--- src/rtl/stack_ctrl_if.sv ---
// Bundle between the stack controller, its datapath client and the single-port stack memory.
// master = controller side, slave = datapath/memory side.
interface stack_ctrl_if #(
  parameter int WIDTH  = 16,
  parameter int NWORDS = 1024
);
  localparam int AW = $clog2(NWORDS);

  logic             push;
  logic             pop;
  logic [WIDTH-1:0] wdata;
  logic             clear;
  logic             ready;
  logic [WIDTH-1:0] rdata;
  logic             rvalid;
  logic             empty;
  logic             full;
  logic [AW:0]      count;
  logic             overflow;
  logic             underflow;
  logic             conflict;
  logic [AW-1:0]    mem_a;
  logic             mem_we;
  logic [WIDTH-1:0] mem_din;
  logic [WIDTH-1:0] mem_dout;

  modport master (
    input  push, pop, wdata, clear, mem_dout,
    output ready, rdata, rvalid, empty, full, count,
           overflow, underflow, conflict, mem_a, mem_we, mem_din
  );

  modport slave (
    output push, pop, wdata, clear, mem_dout,
    input  ready, rdata, rvalid, empty, full, count,
           overflow, underflow, conflict, mem_a, mem_we, mem_din
  );
endinterface

--- src/rtl/stack_ctrl.sv ---
// Stack controller: owns the stack pointer, serves push/pop with one-cycle memory access
// phases, returns popped words with a strobe and latches overflow/underflow/conflict.
module stack_ctrl #(
  parameter int WIDTH  = 16,
  parameter int NWORDS = 1024
) (
  input logic          clk,
  input logic          reset_n,
  stack_ctrl_if.master bus
);
  localparam int AW = $clog2(NWORDS);

  localparam logic [1:0] S_IDLE  = 2'd0;
  localparam logic [1:0] S_PUSH  = 2'd1;
  localparam logic [1:0] S_POP   = 2'd2;
  localparam logic [1:0] S_ERROR = 2'd3;

  localparam logic [AW:0] FULL_CNT = (AW+1)'(NWORDS);

  logic [1:0]       r_state;
  logic [AW:0]      r_count;
  logic [WIDTH-1:0] r_wdata;
  logic [WIDTH-1:0] r_rdata;
  logic             r_rvalid;
  logic             r_overflow;
  logic             r_underflow;
  logic             r_conflict;

  logic             w_empty;
  logic             w_full;
  logic [AW-1:0]    w_top;

  assign w_empty = (r_count == '0);
  assign w_full  = (r_count == FULL_CNT);
  assign w_top   = r_count[AW-1:0] - AW'(1);

  assign bus.ready     = (r_state == S_IDLE);
  assign bus.mem_we    = (r_state == S_PUSH);
  assign bus.mem_a     = (r_state == S_PUSH) ? r_count[AW-1:0] : w_top;
  assign bus.mem_din   = r_wdata;
  assign bus.rdata     = r_rdata;
  assign bus.rvalid    = r_rvalid;
  assign bus.empty     = w_empty;
  assign bus.full      = w_full;
  assign bus.count     = r_count;
  assign bus.overflow  = r_overflow;
  assign bus.underflow = r_underflow;
  assign bus.conflict  = r_conflict;

  always_ff @(posedge clk or negedge reset_n) begin
    if (!reset_n) begin
      r_state     <= S_IDLE;
      r_count     <= '0;
      r_wdata     <= '0;
      r_rdata     <= '0;
      r_rvalid    <= 1'b0;
      r_overflow  <= 1'b0;
      r_underflow <= 1'b0;
      r_conflict  <= 1'b0;
    end else begin
      r_rvalid <= 1'b0;
      case (r_state)
        S_IDLE: begin
          // A flag raised this cycle wins over a simultaneous clear.
          if (bus.clear) begin
            r_overflow  <= 1'b0;
            r_underflow <= 1'b0;
            r_conflict  <= 1'b0;
          end
          if (bus.push && bus.pop) begin
            r_conflict <= 1'b1;
            r_state    <= S_ERROR;
          end else if (bus.push) begin
            if (w_full) begin
              r_overflow <= 1'b1;
              r_state    <= S_ERROR;
            end else begin
              r_wdata <= bus.wdata;
              r_state <= S_PUSH;
            end
          end else if (bus.pop) begin
            if (w_empty) begin
              r_underflow <= 1'b1;
              r_state     <= S_ERROR;
            end else begin
              r_state <= S_POP;
            end
          end
        end
        S_PUSH: begin
          r_count <= r_count + (AW+1)'(1);
          r_state <= S_IDLE;
        end
        S_POP: begin
          r_rdata  <= bus.mem_dout;
          r_rvalid <= 1'b1;
          r_count  <= r_count - (AW+1)'(1);
          r_state  <= S_IDLE;
        end
        S_ERROR: begin
          if (bus.clear) begin
            r_overflow  <= 1'b0;
            r_underflow <= 1'b0;
            r_conflict  <= 1'b0;
            r_state     <= S_IDLE;
          end
        end
        default: r_state <= S_IDLE;
      endcase
    end
  end
endmodule

--- src/flat_wrapper.sv ---
// flat-port wrapper written by rule: the top's interface ports become plain ports
module stack_ctrl_flat 
#(
  parameter int WIDTH  = 16,
  parameter int NWORDS = 1024
)
  (clk, reset_n, bus_push, bus_pop, bus_wdata, bus_clear, bus_mem_dout, bus_ready, bus_rdata, bus_rvalid, bus_empty, bus_full, bus_count, bus_overflow, bus_underflow, bus_conflict, bus_mem_a, bus_mem_we, bus_mem_din);
  stack_ctrl_if #(.WIDTH(WIDTH), .NWORDS(NWORDS)) bus_i ();
  input logic clk;
  input logic reset_n;
  input wire logic [$bits(bus_i.push)-1:0] bus_push;
  input wire logic [$bits(bus_i.pop)-1:0] bus_pop;
  input wire logic [$bits(bus_i.wdata)-1:0] bus_wdata;
  input wire logic [$bits(bus_i.clear)-1:0] bus_clear;
  input wire logic [$bits(bus_i.mem_dout)-1:0] bus_mem_dout;
  output wire logic [$bits(bus_i.ready)-1:0] bus_ready;
  output wire logic [$bits(bus_i.rdata)-1:0] bus_rdata;
  output wire logic [$bits(bus_i.rvalid)-1:0] bus_rvalid;
  output wire logic [$bits(bus_i.empty)-1:0] bus_empty;
  output wire logic [$bits(bus_i.full)-1:0] bus_full;
  output wire logic [$bits(bus_i.count)-1:0] bus_count;
  output wire logic [$bits(bus_i.overflow)-1:0] bus_overflow;
  output wire logic [$bits(bus_i.underflow)-1:0] bus_underflow;
  output wire logic [$bits(bus_i.conflict)-1:0] bus_conflict;
  output wire logic [$bits(bus_i.mem_a)-1:0] bus_mem_a;
  output wire logic [$bits(bus_i.mem_we)-1:0] bus_mem_we;
  output wire logic [$bits(bus_i.mem_din)-1:0] bus_mem_din;
  assign bus_i.push = bus_push;
  assign bus_i.pop = bus_pop;
  assign bus_i.wdata = bus_wdata;
  assign bus_i.clear = bus_clear;
  assign bus_i.mem_dout = bus_mem_dout;
  assign bus_ready = bus_i.ready;
  assign bus_rdata = bus_i.rdata;
  assign bus_rvalid = bus_i.rvalid;
  assign bus_empty = bus_i.empty;
  assign bus_full = bus_i.full;
  assign bus_count = bus_i.count;
  assign bus_overflow = bus_i.overflow;
  assign bus_underflow = bus_i.underflow;
  assign bus_conflict = bus_i.conflict;
  assign bus_mem_a = bus_i.mem_a;
  assign bus_mem_we = bus_i.mem_we;
  assign bus_mem_din = bus_i.mem_din;
  stack_ctrl #(.WIDTH(WIDTH), .NWORDS(NWORDS)) u_core (.clk(clk), .reset_n(reset_n), .bus(bus_i));
endmodule
--- config.mk ---
export PLATFORM = sky130hd
export DESIGN_NAME = stack_ctrl_flat
export DESIGN_NICKNAME = d
export VERILOG_FILES = /design/src/rtl/stack_ctrl_if.sv /design/src/rtl/stack_ctrl.sv /design/src/flat_wrapper.sv
export SDC_FILE = /design/constraint.sdc
export NUM_CORES = 1
export LEC_CHECK = 0
export CORE_ASPECT_RATIO = 1.5
export CORE_MARGIN = 2
export CORE_UTILIZATION = 60
export CTS_CLUSTER_DIAMETER = 150
export CTS_CLUSTER_SIZE = 25
export DETAILED_ROUTE_END_ITERATION = 16
export DONT_BUFFER_PORTS = 1
export PLACE_DENSITY = 0.76
export SYNTH_ARGS = -nofsm -noshare
export SYNTH_HDL_FRONTEND = slang
export SYNTH_SLANG_ARGS = --single-unit
--- constraint.sdc ---
create_clock -name clk -period 5.65 [get_ports clk]
set_input_delay 1.13 -clock clk [delete_from_list [all_inputs] [get_ports clk]]
set_output_delay 1.13 -clock clk [all_outputs]
set_load 0.05 [all_outputs]
; ---- Word-level counts from Yosys, hierarchy flattened
; Cells that the tools add are included.
[totals]
output_inout_bits = 61
elab_cells = 51
register_bits = 49
[classes]
bitwise = 2
n_reduce_logical = 8
n_eq_ne = 6
muxes = 24
n_addsub = 3
[op_table]
columns = operator, count
row1 = 11-bit one-hot mux with 2 select lines, 1
row2 = 1-bit two-way mux, 13
row3 = 11-bit by 1-bit adder with 11-bit output (second input constant), 1
row4 = 11-bit == test (second input constant), 1
row5 = 11-bit zero test, 1
row6 = 11-bit by 1-bit subtractor with 11-bit output (second input constant), 1
row7 = 10-bit two-way mux, 1
row8 = 2-bit two-way mux, 5
row9 = 10-bit by 1-bit subtractor with 10-bit output (second input constant), 1
row10 = 1-bit one-hot mux with 2 select lines, 3
row11 = 2-bit one-hot mux with 3 select lines, 1
row12 = 2-bit == test (second input constant), 2
row13 = 4-bit by 3-bit inequality test with 1-bit output (second input constant), 1
row14 = 4-bit AND reduction, 1
row15 = 2-bit nonzero test, 2
row16 = 2-bit by 1-bit == test with 1-bit output (second input constant), 1
row17 = 2-bit zero test, 1
row18 = 2-bit inequality test (second input constant), 1
row19 = 1-bit inverter, 2
row20 = 2-bit AND reduction, 1
row21 = 2-bit OR reduction, 1
row22 = 1-bit logical AND, 1

; ---- Logic depth before layout (Yosys ltp)
[depth]
ltp_word = 6
mapped_depth = 12
mapped_depth_nobuf = 9

; ---- Least setup slack after synthesis
; No wires, ideal clock.
[synth_timing]
path_type = reg2out
startpoint = reg u_core.r_count[1] (netlist: u_core.bus.count[1])
endpoint = out bus_mem_a[6]
path_slack_ns = 2.029
t_arrival_ns = 2.491
stages_incl_launch_ff = 8
path_cell_list = dfrtp_1 clkbuf_1 inv_1 ha_1 inv_1 or3_1 nor4_1 xor2_1
[synth_between]
elab_chain_len = 2
[synth_rtl]
columns = item, line_no
row1 = "start, declared", stack_ctrl.sv:21  ; logic [AW:0] r_count;
row2 = "start signal, assigned", stack_ctrl.sv:91  ; r_count <= r_count + (AW+1)'(1);
row3 = "start signal, assigned", stack_ctrl.sv:97  ; r_count <= r_count - (AW+1)'(1);
row4 = 10-bit by 1-bit subtractor with 10-bit output, stack_ctrl.sv:35  ; assign w_top = r_count[AW-1:0] - AW'(1);
row5 = 10-bit two-way mux, stack_ctrl.sv:39  ; assign bus.mem_a = (r_state == S_PUSH) ? r_count[AW-1:0] : w_top;
row6 = "end, declared", flat_wrapper.sv:25  ; output wire logic [$bits(bus_i.mem_a)-1:0] bus_mem_a;
; No other way between the ends.

; ---- Worst setup path in the final report
[layout_timing]
startpoint = reg u_core.r_state[1]
endpoint = out bus_mem_a[9]
[layout_between]
elab_chain_len = 2
[layout_rtl]
columns = item, line_no
row1 = "start, declared", stack_ctrl.sv:20  ; logic [1:0] r_state;
row2 = "start signal, assigned", stack_ctrl.sv:52  ; r_state <= S_IDLE;
row3 = "start signal, assigned", stack_ctrl.sv:72  ; r_state <= S_ERROR;
row4 = "start signal, assigned", stack_ctrl.sv:76  ; r_state <= S_ERROR;
row5 = 2-bit by 1-bit == test with 1-bit output, n/a
row6 = net bus_mem_we, flat_wrapper.sv:26  ; output wire logic [$bits(bus_i.mem_we)-1:0] bus_mem_we;
row7 = 10-bit two-way mux, stack_ctrl.sv:39
; The timed path passes the listed nets, and every way through them passes these cells.

==> flow_summary.json <==
{
  "clk_path_buf_depth": 2,
  "syn_avg_cell_area_sq_um": 11.1,
  "start_util_pct": 61.4,
  "cts_made_buffers": 5,
  "status": "complete, but fails checks",
  "max_stage_delay_ns": 0.84,
  "port_buffers": 0,
  "crit_path_top_delay_cell": "xor2_1",
  "path_cells": "inv_1 -> ha_1 -> nor4_1 -> nand2_1 -> nor3_1 -> xor2_1",
  "yosysWarningCount": 0,
  "clk_latency_ns": 0.30,
  "grt_pass1_vias": 1743,
  "clock_skew_ns": 0.0102,
  "finalHoldViolations": 0,
  "grt.overflow.total": 0,
  "wl_per_cell_um": 18.7,
  "path_buf_inv": 1,
  "finalWirelength_um": 5340,
  "postCtsSetupBuffers": 0,
  "syn_to_final_growth_pct": 3.54,
  "rsz0062_at_grt": "false",
  "die_h_um": 86.5,
  "r2r_setup_slack_ns": 2.83,
  "path_delay_family": "simple AND/OR/NAND/NOR gates",
  "period_share_pct": 73.8,
  "max_freq_ghz": 0.240,
  "period_needed_ns": 4.17,
  "clock_sinks": 49,
  "firstDrtPassIters": 10,
  "syn-instance-count": 246,
  "final.setup.worst_slack_ns": 1.48,
  "required_ns": 4.52,
  "io_pins": 98,
  "critical_path_class": "reg -> out",
  "dp_slack_ns": 1.80,
  "hpwlAfterDp_um": 3950,
  "arrival_ns": 3.04,
  "crit_fanout": 6,
  "diodes": 0,
  "failed_checks": "design-rule violations",
  "final.setup.tns_ns": 0,
  "syn_area_sq_um": 2720,
  "synth-edff-count": 0,
  "synth_seq_cells": 49,
  "drt-vias-per-instance": 6.44,
  "final_core_util_pct": 63.6,
  "crit_path_start_kind": "register",
  "grt_max_degree": 50,
  "drive_gt1_share_pct": 19.3,
  "die_x_um": 59.0,
  "grt_pass1_wl_um": 8220,
  "globalplace.congestion": 0.828,
  "cts_hold_buf": 0,
  "first_iter_violations": 86,
  "rows": 30,
  "vias": 1843,
  "synth_ff_type": "dfrtp_1",
  "clkTransAtPathRegs_ns": 0.09,
  "ant_nets": 0,
  "coreArea_sq_um": 4430,
  "synth_cell_types": 49,
  "syn_nets": 291,
  "route.detailed.drc": 11,
  "finalSetupViolCount": 0,
  "die_area_sq_um": 5100,
  "maxCapViolations": 0,
  "slew_viol_final": 0,
  "hp-class": "in -> async",
  "fin_nets": 282,
  "slew_headroom_pct": 23.2,
  "cts_tree": "done",
  "end_kind": "output port",
  "grt_use_total_pct": 20.9,
  "ys_seq_area_share_pct": 45.1,
  "cts_root_buf": "clkbuf_8",
  "antenna_found_initial": 0,
  "ctsResizeCount": 0,
  "async_flop_share_pct": 100,
  "htreeDepth": 2,
  "worst_pin_slew_ns": 1.14
}
[path summary, 6_finish.rpt]
kind	from	end	depth (start not counted)
max	u_core.r_state[1]	bus_mem_a[9]	6
min	reset_n	u_core.bus.rdata[9]	0
max reg2reg	u_core.bus.count[1]	u_core.bus.mem_din[3]	6
min reg2reg	u_core.r_state[1]	u_core.r_state[1]	2
max in group asynchronous	reset_n	u_core.bus.mem_din[0]	0
min in group clk	u_core.r_state[1]	u_core.r_state[1]	2
[cell usage after synthesis (2+ instances only)]
cell / count / area [sq um]
nand3_1: 2 / 10.0
nand2b_1: 5 / 31.3
and3_1: 3 / 18.8
mux2_2: 22 / 248
a31oi_1: 5 / 31.3
xnor2_1: 11 / 96.3
o21ai_0: 6 / 30.0
a211oi_1: 2 / 15.0
a32o_1: 2 / 20.0
inv_1: 8 / 30.0
nand2_1: 19 / 71.3
o221ai_1: 2 / 17.5
a22o_1: 2 / 17.5
dfrtp_1: 49 / 1230
ha_1: 8 / 100
buf_2: 6 / 30.0
a21boi_0: 2 / 15.0
nor3_1: 3 / 15.0
nor2b_1: 3 / 18.8
clkbuf_1: 9 / 33.8
mux2_4: 10 / 150
nor2_1: 13 / 48.8
nand4b_1: 3 / 26.3
a21oi_1: 6 / 30.0
nand4_1: 4 / 25.0
nor4_1: 4 / 25.0
o22ai_1: 4 / 25.0
xor2_1: 12 / 105
[cells in the final DEF (no fill, tap or decap), types with 2 or more instances in the layout]
cell	netlist	final
a31oi_1	5	5
o22ai_1	4	4
nor4_1	4	4
nor2_1	13	13
dfrtp_1	49	49
nand2_1	19	19
and3_1	3	3
buf_4	1	3
nor3_1	3	3
mux2_4	10	10
nand2b_1	5	5
o21ai_0	6	6
nand4b_1	3	3
o221ai_1	2	2
a22o_1	2	2
nor2b_1	3	3
nand4_1	4	4
a211oi_1	2	2
xnor2_1	11	11
inv_1	8	8
mux2_2	22	22
ha_1	8	8
xor2_1	12	12
a21oi_1	6	6
nand3_1	2	2
a32o_1	2	2
clkbuf_8	0	6
a21boi_0	2	2
[sequential cells by signal, indices dropped and copies added (netlist names)]
| register | count |
|---|---|
| u_core.bus.count | 11 |
| u_core.bus.rvalid | 1 |
| u_core.bus.conflict | 1 |
| u_core.bus.underflow | 1 |
| u_core.bus.mem_din | 16 |
| u_core.bus.overflow | 1 |
| u_core.r_state | 2 |
| u_core.bus.rdata | 16 |
[kinds of logic after synthesis]
family | synth area share, %
AO/OA/AOI/OAI | 10.3
XOR/XNOR | 7.40
adder cells (fa/ha/maj) | 3.68
buffers and inverters | 5.01
flip-flops | 45.1
multiplexers | 15.0
AND/OR/NAND/NOR | 13.6
[per-stage QoR]
| stage | instances | hold WS, ns | cell area [sq um] |
|---|---|---|---|
| 3_5_place_dp | 278 | 0.661 | 2700 |
| 3_3_place_gp | 278 | 0.630 | 2700 |
| 4_1_cts | 286 | 0.504 | 2820 |
| 6_report | 286 | 0.513 | 2820 |
| 2_1_floorplan | 246 | 0.600 | 2720 |
| 5_1_grt | 286 | 0.492 | 2820 |
[layout make-up]
cell class | count | area (sq um)
timing repair buffer | 3 | 22.5
clock buffer | 6 | 82.6
clock inverter | 2 | 37.5
multi-input combinational | 170 | 1360
inverter | 8 | 30.0
tap | 48 | 60.1
fill | 360 | 1610
sequential | 49 | 1230
[per-layer routing]
| metal | global-route usage (%) | up-vias | wire length, um |
|---|---|---|---|
| met2 | 36.4 | 83 | 2750 |
| met5 | 0 | - | 0 |
| li1 | - | 853 | - |
| met4 | 8.26 | 0 | 97 |
| met1 | 23.8 | 899 | 2080 |
| met3 | 5.67 | 8 | 422 |
Power is left out: the tool's default activity adds up to more than one toggle a clock period on the data nets, which glitch-free logic cannot reach.
